--- config.mk ---
export PLATFORM = sky130hd
export DESIGN_NAME = instr_mem_loader_flat
export DESIGN_NICKNAME = d
export VERILOG_FILES = /design/src/rtl/imem_pkg.sv /design/src/rtl/instr_mem_loader_if.sv /design/src/rtl/instr_mem_loader_word_assembler.sv /design/src/rtl/instr_mem_loader.sv /design/src/flat_wrapper.sv
export SDC_FILE = /design/constraint.sdc
export NUM_CORES = 1
export LEC_CHECK = 0
export CORE_MARGIN = 5
export CORE_UTILIZATION = 41
export DETAILED_ROUTE_END_ITERATION = 12
export SYNTH_ARGS = -nofsm -noshare
export SYNTH_HDL_FRONTEND = slang
export SYNTH_SLANG_ARGS = --single-unit
--- constraint.sdc ---
create_clock -name clk -period 2.5 [get_ports clk]
set_input_delay 0.5 -clock clk [delete_from_list [all_inputs] [get_ports clk]]
set_output_delay 0.5 -clock clk [all_outputs]
set_load 0.005 [all_outputs]
--- src/rtl/imem_pkg.sv ---
// Shared types and sizes for the instruction memory and its loader.
// Latency: n/a (declarations only).
// Backpressure: n/a.
package imem_pkg;

   localparam int IMEM_ADDR_W = 16;
   localparam int IMEM_WORDS  = 1024;

   typedef logic [31:0] instr_word_t;

   typedef enum logic [2:0] {
      IDLE,
      COLLECT,
      WRITE,
      CHECK,
      DONE
   } loader_state_t;

endpackage

--- src/rtl/instr_mem_loader_if.sv ---
// Byte-stream input and memory write port of the instruction memory loader.
// Latency: n/a (wiring only).
// Backpressure: byte_ready_o stalls the stream; the write port has none.
interface instr_mem_loader_if #(
   parameter int ADDR_W = 16
) ();

   logic [7:0]        byte_i;
   logic              byte_valid_i;
   logic              byte_ready_o;
   logic              mem_we_o;
   logic [ADDR_W-1:0] mem_waddr_o;
   logic [31:0]       mem_wdata_o;

   // Loader side: consumes the byte stream, drives the memory write port.
   modport master (
      input  byte_i,
      input  byte_valid_i,
      output byte_ready_o,
      output mem_we_o,
      output mem_waddr_o,
      output mem_wdata_o
   );

   // Environment side: produces the byte stream, observes the writes.
   modport slave (
      output byte_i,
      output byte_valid_i,
      input  byte_ready_o,
      input  mem_we_o,
      input  mem_waddr_o,
      input  mem_wdata_o
   );

endinterface

--- src/rtl/instr_mem_loader_word_assembler.sv ---
// Packs pushed bytes little-endian into a 32-bit word (byte k -> bits [8k+7:8k]).
// Latency: word register holds all four bytes the cycle after the 4th push.
// Backpressure: none; word_full flags the push that completes the word.
import imem_pkg::*;

module word_assembler (
   input  logic        clk,
   input  logic        rst_n,
   input  logic        clear,
   input  logic        push,
   input  logic [7:0]  byte_in,
   output instr_word_t word,
   output logic        word_full
);

   logic [1:0] cnt;

   // Combinational so the FSM can leave COLLECT on the same edge that stores byte 3.
   assign word_full = push && (cnt == 2'd3);

   // Byte slot counter and packing register; a clear drops any partial word.
   always_ff @(posedge clk or negedge rst_n) begin
      if (!rst_n) begin
         cnt  <= '0;
         word <= '0;
      end else if (clear) begin
         cnt  <= '0;
         word <= '0;
      end else if (push) begin
         word[{cnt, 3'b000} +: 8] <= byte_in;
         cnt                      <= cnt + 2'd1;
      end
   end

endmodule

--- src/rtl/instr_mem_loader.sv ---
// Loads a byte stream into instruction memory as consecutive 32-bit words from a base address.
// Latency: last byte accepted N -> write N+1 -> done N+2 (N+3 with LOADER_CHECKSUM_EN).
// Backpressure: byte_ready_o only in COLLECT/CHECK; optional checksum byte via LOADER_CHECKSUM_EN.
import imem_pkg::*;

module instr_mem_loader #(
   parameter int ADDR_W    = IMEM_ADDR_W,
   parameter int MAX_WORDS = IMEM_WORDS,
   parameter int CNT_W     = 11
) (
   input  logic                    clk,
   input  logic                    rst_n,
   input  logic                    start_i,
   input  logic [ADDR_W-1:0]       base_addr_i,
   input  logic [CNT_W-1:0]        word_count_i,
   output logic                    busy_o,
   output logic                    done_o,
   output logic                    err_o,
   instr_mem_loader_if.master      bus
);

   loader_state_t     state, state_nxt;
   logic [ADDR_W-1:0] addr;
   logic [ADDR_W-1:0] base_aligned;
   logic [CNT_W-1:0]  remaining;
   logic [ADDR_W-1:0] waddr_hold;
   instr_word_t       wdata_hold;
   instr_word_t       asm_word;
   logic              err;
   logic              start_acc;
   logic              accept;
   logic              word_full;
   logic              in_range;
   logic              write_ok;
   logic              ready;
   logic              is_write;
`ifdef LOADER_CHECKSUM_EN
   logic [7:0]        xsum;
   logic              chk_accept;
`endif

   assign base_aligned = base_addr_i & ~ADDR_W'(3);
   assign in_range     = 32'(addr[ADDR_W-1:2]) < 32'(MAX_WORDS);
   assign is_write     = (state == WRITE);

   word_assembler u_asm (
      .clk       (clk),
      .rst_n     (rst_n),
      .clear     (start_acc),
      .push      (accept),
      .byte_in   (bus.byte_i),
      .word      (asm_word),
      .word_full (word_full)
   );

   // State register.
   always_ff @(posedge clk or negedge rst_n) begin
      if (!rst_n) state <= IDLE;
      else        state <= state_nxt;
   end

   // Next-state and handshake decode.
   always_comb begin
      state_nxt = state;
      ready     = 1'b0;
      start_acc = 1'b0;
      accept    = 1'b0;
      write_ok  = 1'b0;
`ifdef LOADER_CHECKSUM_EN
      chk_accept = 1'b0;
`endif
      case (state)
         IDLE: begin
            if (start_i) begin
               start_acc = 1'b1;
               state_nxt = (word_count_i == '0) ? DONE : COLLECT;
            end
         end
         COLLECT: begin
            ready  = 1'b1;
            accept = bus.byte_valid_i;
            if (word_full) state_nxt = WRITE;
         end
         WRITE: begin
            write_ok = in_range;
            if (remaining == CNT_W'(1)) begin
`ifdef LOADER_CHECKSUM_EN
               state_nxt = CHECK;
`else
               state_nxt = DONE;
`endif
            end else begin
               state_nxt = COLLECT;
            end
         end
`ifdef LOADER_CHECKSUM_EN
         CHECK: begin
            ready      = 1'b1;
            chk_accept = bus.byte_valid_i;
            if (bus.byte_valid_i) state_nxt = DONE;
         end
`endif
         DONE: state_nxt = IDLE;
         default: state_nxt = IDLE;
      endcase
   end

   // Address, remaining count, sticky error and last-written hold registers.
   always_ff @(posedge clk or negedge rst_n) begin
      if (!rst_n) begin
         addr       <= '0;
         remaining  <= '0;
         err        <= 1'b0;
         waddr_hold <= '0;
         wdata_hold <= '0;
      end else begin
         if (start_acc) begin
            addr      <= base_aligned;
            remaining <= word_count_i;
            err       <= 1'b0;
         end else if (is_write) begin
            // Out-of-range words are still consumed so the stream stays in step.
            addr      <= addr + ADDR_W'(4);
            remaining <= remaining - CNT_W'(1);
            if (!in_range) err <= 1'b1;
         end
`ifdef LOADER_CHECKSUM_EN
         if (chk_accept && (bus.byte_i != xsum)) err <= 1'b1;
`endif
         if (write_ok) begin
            waddr_hold <= addr;
            wdata_hold <= asm_word;
         end
      end
   end

`ifdef LOADER_CHECKSUM_EN
   // Running XOR of every accepted data byte of the current load.
   always_ff @(posedge clk or negedge rst_n) begin
      if (!rst_n)         xsum <= '0;
      else if (start_acc) xsum <= '0;
      else if (accept)    xsum <= xsum ^ bus.byte_i;
   end
`endif

   // Write port shows the live word only on an issued write, otherwise the last one.
   assign bus.mem_we_o    = write_ok;
   assign bus.mem_waddr_o = write_ok ? addr : waddr_hold;
   assign bus.mem_wdata_o = write_ok ? asm_word : wdata_hold;
   assign bus.byte_ready_o = ready;

   // busy rises the cycle after start and covers DONE, so a zero-word load is busy one cycle.
   assign busy_o = (state != IDLE);
   assign done_o = (state == DONE);
   assign err_o  = err;

endmodule

--- src/flat_wrapper.sv ---
// flat-port wrapper written by rule: the top's interface ports become plain ports
module instr_mem_loader_flat 
#(
   parameter int ADDR_W    = IMEM_ADDR_W,
   parameter int MAX_WORDS = IMEM_WORDS,
   parameter int CNT_W     = 11
)
  (clk, rst_n, start_i, base_addr_i, word_count_i, busy_o, done_o, err_o, bus_byte_i, bus_byte_valid_i, bus_byte_ready_o, bus_mem_we_o, bus_mem_waddr_o, bus_mem_wdata_o);
  instr_mem_loader_if #(.ADDR_W(ADDR_W)) bus_i ();
  input  logic clk;
  input  logic rst_n;
  input  logic start_i;
  input  logic [ADDR_W-1:0] base_addr_i;
  input  logic [CNT_W-1:0] word_count_i;
  output logic busy_o;
  output logic done_o;
  output logic err_o;
  input wire logic [$bits(bus_i.byte_i)-1:0] bus_byte_i;
  input wire logic [$bits(bus_i.byte_valid_i)-1:0] bus_byte_valid_i;
  output wire logic [$bits(bus_i.byte_ready_o)-1:0] bus_byte_ready_o;
  output wire logic [$bits(bus_i.mem_we_o)-1:0] bus_mem_we_o;
  output wire logic [$bits(bus_i.mem_waddr_o)-1:0] bus_mem_waddr_o;
  output wire logic [$bits(bus_i.mem_wdata_o)-1:0] bus_mem_wdata_o;
  assign bus_i.byte_i = bus_byte_i;
  assign bus_i.byte_valid_i = bus_byte_valid_i;
  assign bus_byte_ready_o = bus_i.byte_ready_o;
  assign bus_mem_we_o = bus_i.mem_we_o;
  assign bus_mem_waddr_o = bus_i.mem_waddr_o;
  assign bus_mem_wdata_o = bus_i.mem_wdata_o;
  instr_mem_loader #(.ADDR_W(ADDR_W), .MAX_WORDS(MAX_WORDS), .CNT_W(CNT_W)) u_core (.clk(clk), .rst_n(rst_n), .start_i(start_i), .base_addr_i(base_addr_i), .word_count_i(word_count_i), .busy_o(busy_o), .done_o(done_o), .err_o(err_o), .bus(bus_i));
endmodule
==> impl_metrics.csv <==
group,metric,value,unit
clocking,cts_buffer_depth,2,
power_and_ir_drop,leakagePower,3.283,nW
synth,synth_seq_area_share,55.17,%
final_layout,syn_to_final_growth,29.03,%
final_layout,final_core_util,54.08,%
global_routing,grt_pass1_wl,18.81,mm
timing,period_minus_slack,2.892,ns
clocking,ctsHoldBuffers,0,
min_path,timing.hold.worst.class,"in2async",
setup_path,end_kind,"primary output",
drt,first_pass_iters,4,
final_layout,multi_input_area,0.002058,sq mm
clocking,tritoncts,"done",
timing,post-route-period-util,115.7,%
run_status,status,"finished with violations",
synth,yosysWarningCount,0,
drt,dr_total_vias,3589,
global_routing,grt_start_max_net_pins,48,
clocking,clk_pin_slew,0.07,ns
synth,ys_types,54,
synth,synthFlopType,"dfrtp_1",
timing,max_freq,345.8,MHz
clocking,numCtsBuffers,9,
clocking,insertion_delay,0.34,ns
final_layout,fin_cells,671,
place,post-place-ws,-0.2653,ns
synth,synthTopCellsByArea,"dfrtp_1 (55%), mux2_4 (12%), nand2_1 (4.0%)",
drt,wl_per_cell,17.28,microns
timing,slew_headroom,37.62,%
power_and_ir_drop,vdd_drop_max,0.4435,mV
floorplan,io_pins,92,
timing,worstMarginPinSlew,0.9357,ns
place,gp_congestion,0.8266,
floorplan,dieWidth,120.8,microns
clocking,root_buffer,"clkbuf_16",
synth,netlist_area,0.005035,sq mm
timing,worst_slack,-0.3919,ns
final_layout,antennaDiodeCount,0,
synth,yosys_register_bits,111,
global_routing,grt_overflow,0,
setup_path,critPathLaunchType,"flop",
synth,yosys.area.top_type_share,55.17,%
final_layout,regArea,0.002778,sq mm
floorplan,core_area,0.01201,sq mm
clocking,htree_levels,3,
floorplan,die_h,120.8,microns
timing,rsz0062_at_grt,"yes",
final_layout,nNetsFinal,567,
drt,vias_per_cell,5.349,
timing,hold_viol,0,
global_routing,grt_pass1_vias,3599,
synth,synth_edf_count,0,
global_routing,grt.total_usage,16.29,%
drt,drtAntennaViolNets,0,
synth,syn-instance-count,407,
global_routing,antenna_found_initial,0,
place,io_buffers,89,
setup_path,critPathArrivalTime,2.39,ns
synth,synthesis.nets,455,
floorplan,row_count,40,
timing,skew,0.008164,ns
setup_path,cp_max_fo,7,
drt,drtIter0Drc,195,
power_and_ir_drop,power.density,856.5,mW/mm^2
drt,drc_errors,0,
timing,setup_tns,-13.27,ns
timing,slew_violations,0,
synth,synthArstFlopShare,100.0,%
setup_path,critical_path_required,2.00,ns
floorplan,die-area,0.01460,sq mm
run_status,violations,"negative setup slack",
run,max-cap-violations,0,
setup_path,critical_path_class,"reg2out",
synth,yosys.area.top_type,"dfrtp_1",
floorplan,initial_core_util,41.92,%
place,dp.cells,644,
final_layout,nFillCells,1062,
synth,synth_area_per_cell,12.37,sq um
place,hpwl,8.053,mm
timing,setup_viol,48,
final_layout,drive_gt1_share,27.67,%
timing,hold_ws,0.1014,ns
drt,wl,11.60,mm
clocking,numClockSinks,111,
metal layers:
| layer | GRT usage (%) | share of wire [%] | up-vias |
|---|---|---|---|
| li1 | - | - | 1714 |
| met1 | 23.13 | 49 | 1770 |
| met2 | 25.71 | 46 | 98 |
| met4 | 3.187 | 0.86 | 0 |
| met3 | 3.882 | 4.5 | 7 |
| met5 | 0 | 0 | - |
final cells by class:
type / instances / area share, %
Inverter: 12 / 0.6934
Tap cell: 147 / 2.831
Clock buffer: 10 / 3.525
Sequential cell: 111 / 42.76
Multi-Input combinational cell: 263 / 31.68
Timing Repair Buffer: 122 / 17.20
Clock inverter: 6 / 1.310
Yosys cell counts, types with 5 or more instances:
cell type,instances
o311ai_0,9
o21ai_0,19
mux2_4,39
o31ai_1,5
nand2_1,53
and2_1,8
o211ai_1,12
nand3_1,11
buf_2,9
nor2_1,11
a21oi_1,8
inv_1,12
nand4_1,5
dfrtp_1,111
ha_1,9
a22o_1,17
report_power, final:
| part | leakage (nW) | internal, mW | switching, mW |
|---|---|---|---|
| Sequential | 1.50 | 2.17 | 0.316 |
| Combinational | 1.63 | 0.780 | 0.787 |
| Clock | 0.148 | 0.875 | 0.634 |
worst paths after layout:
path | slack (ns) | end | start | cells past startpoint
worst max-delay path | -0.39 | bus_mem_wdata_o[1] | u_core.addr[13] | 7
worst max register to register | 0.43 | u_core.wdata_hold[8] | u_core.addr[13] | 6
worst min register to register | 0.46 | u_core.waddr_hold[9] | u_core.waddr_hold[9] | 2
worst min-delay path | 0.10 | u_core.wdata_hold[26] | rst_n | 1
min in group clk | 0.46 | u_core.waddr_hold[9] | u_core.waddr_hold[9] | 2
max in group asynchronous | 1.80 | u_core.u_asm.cnt[0] | rst_n | 2
through the flow:
step	total power, mW	cell area (sq um)
final	5.564	6496
after global routing	5.922	6496
after CTS	5.596	6544
after detailed placement	4.077	6143
after global placement	4.021	6143
after floorplan	3.411	5035
sequential cells by signal, indices dropped and copies added, names as in the netlist:
register,flops
u_core.addr,14
u_core.err_o,1
u_core.remaining,11
u_core.state,3
u_core.u_asm.cnt,2
u_core.u_asm.word,32
u_core.waddr_hold,16
u_core.wdata_hold,32
worst max-delay path, cell delays in order (launching register included):
cell,delay (ns)
dfrtp_1,0.40
or4_4,0.52
or2_4,0.29
buf_12,0.15
buf_12,0.14
buf_12,0.14
mux2_4,0.30
clkbuf_2,0.11
cells in the final DEF (no fill, tap or decap), drive strengths merged, types with 5 or more instances in the layout:
master	instances
dfrtp	111
nand2	54
buf	42
mux2	41
clkbuf	41
clkdlybuf4s50	39
o21ai	19
a22o	17
o211ai	12
inv	12
nand3	11
nor2	11
o311ai	9
ha	9
a21oi	8
and2	8
dlymetal6s2s	6
nand4	5
o31ai	5
nor4	5
what timing repair did:
action	in CTS	in global routing
resized for setup	114	48
endpoints found under the setup margin	49	49
pin swaps	0	2
gates cloned	0	1
setup buffers	7	4
cells by family after synthesis:
family                   after synthesis  synth area share [%]
adder cells (fa/ha/maj)                9                 2.237
XOR/XNOR                               2                0.3480
flip-flops                           111                 55.17
AND/OR/NAND/NOR                      125                 13.47
multiplexers                          42                 12.28
buffers and inverters                 33                 4.200
AO/OA/AOI/OAI                         85                 12.30
Power figures use the tool's default switching activity.
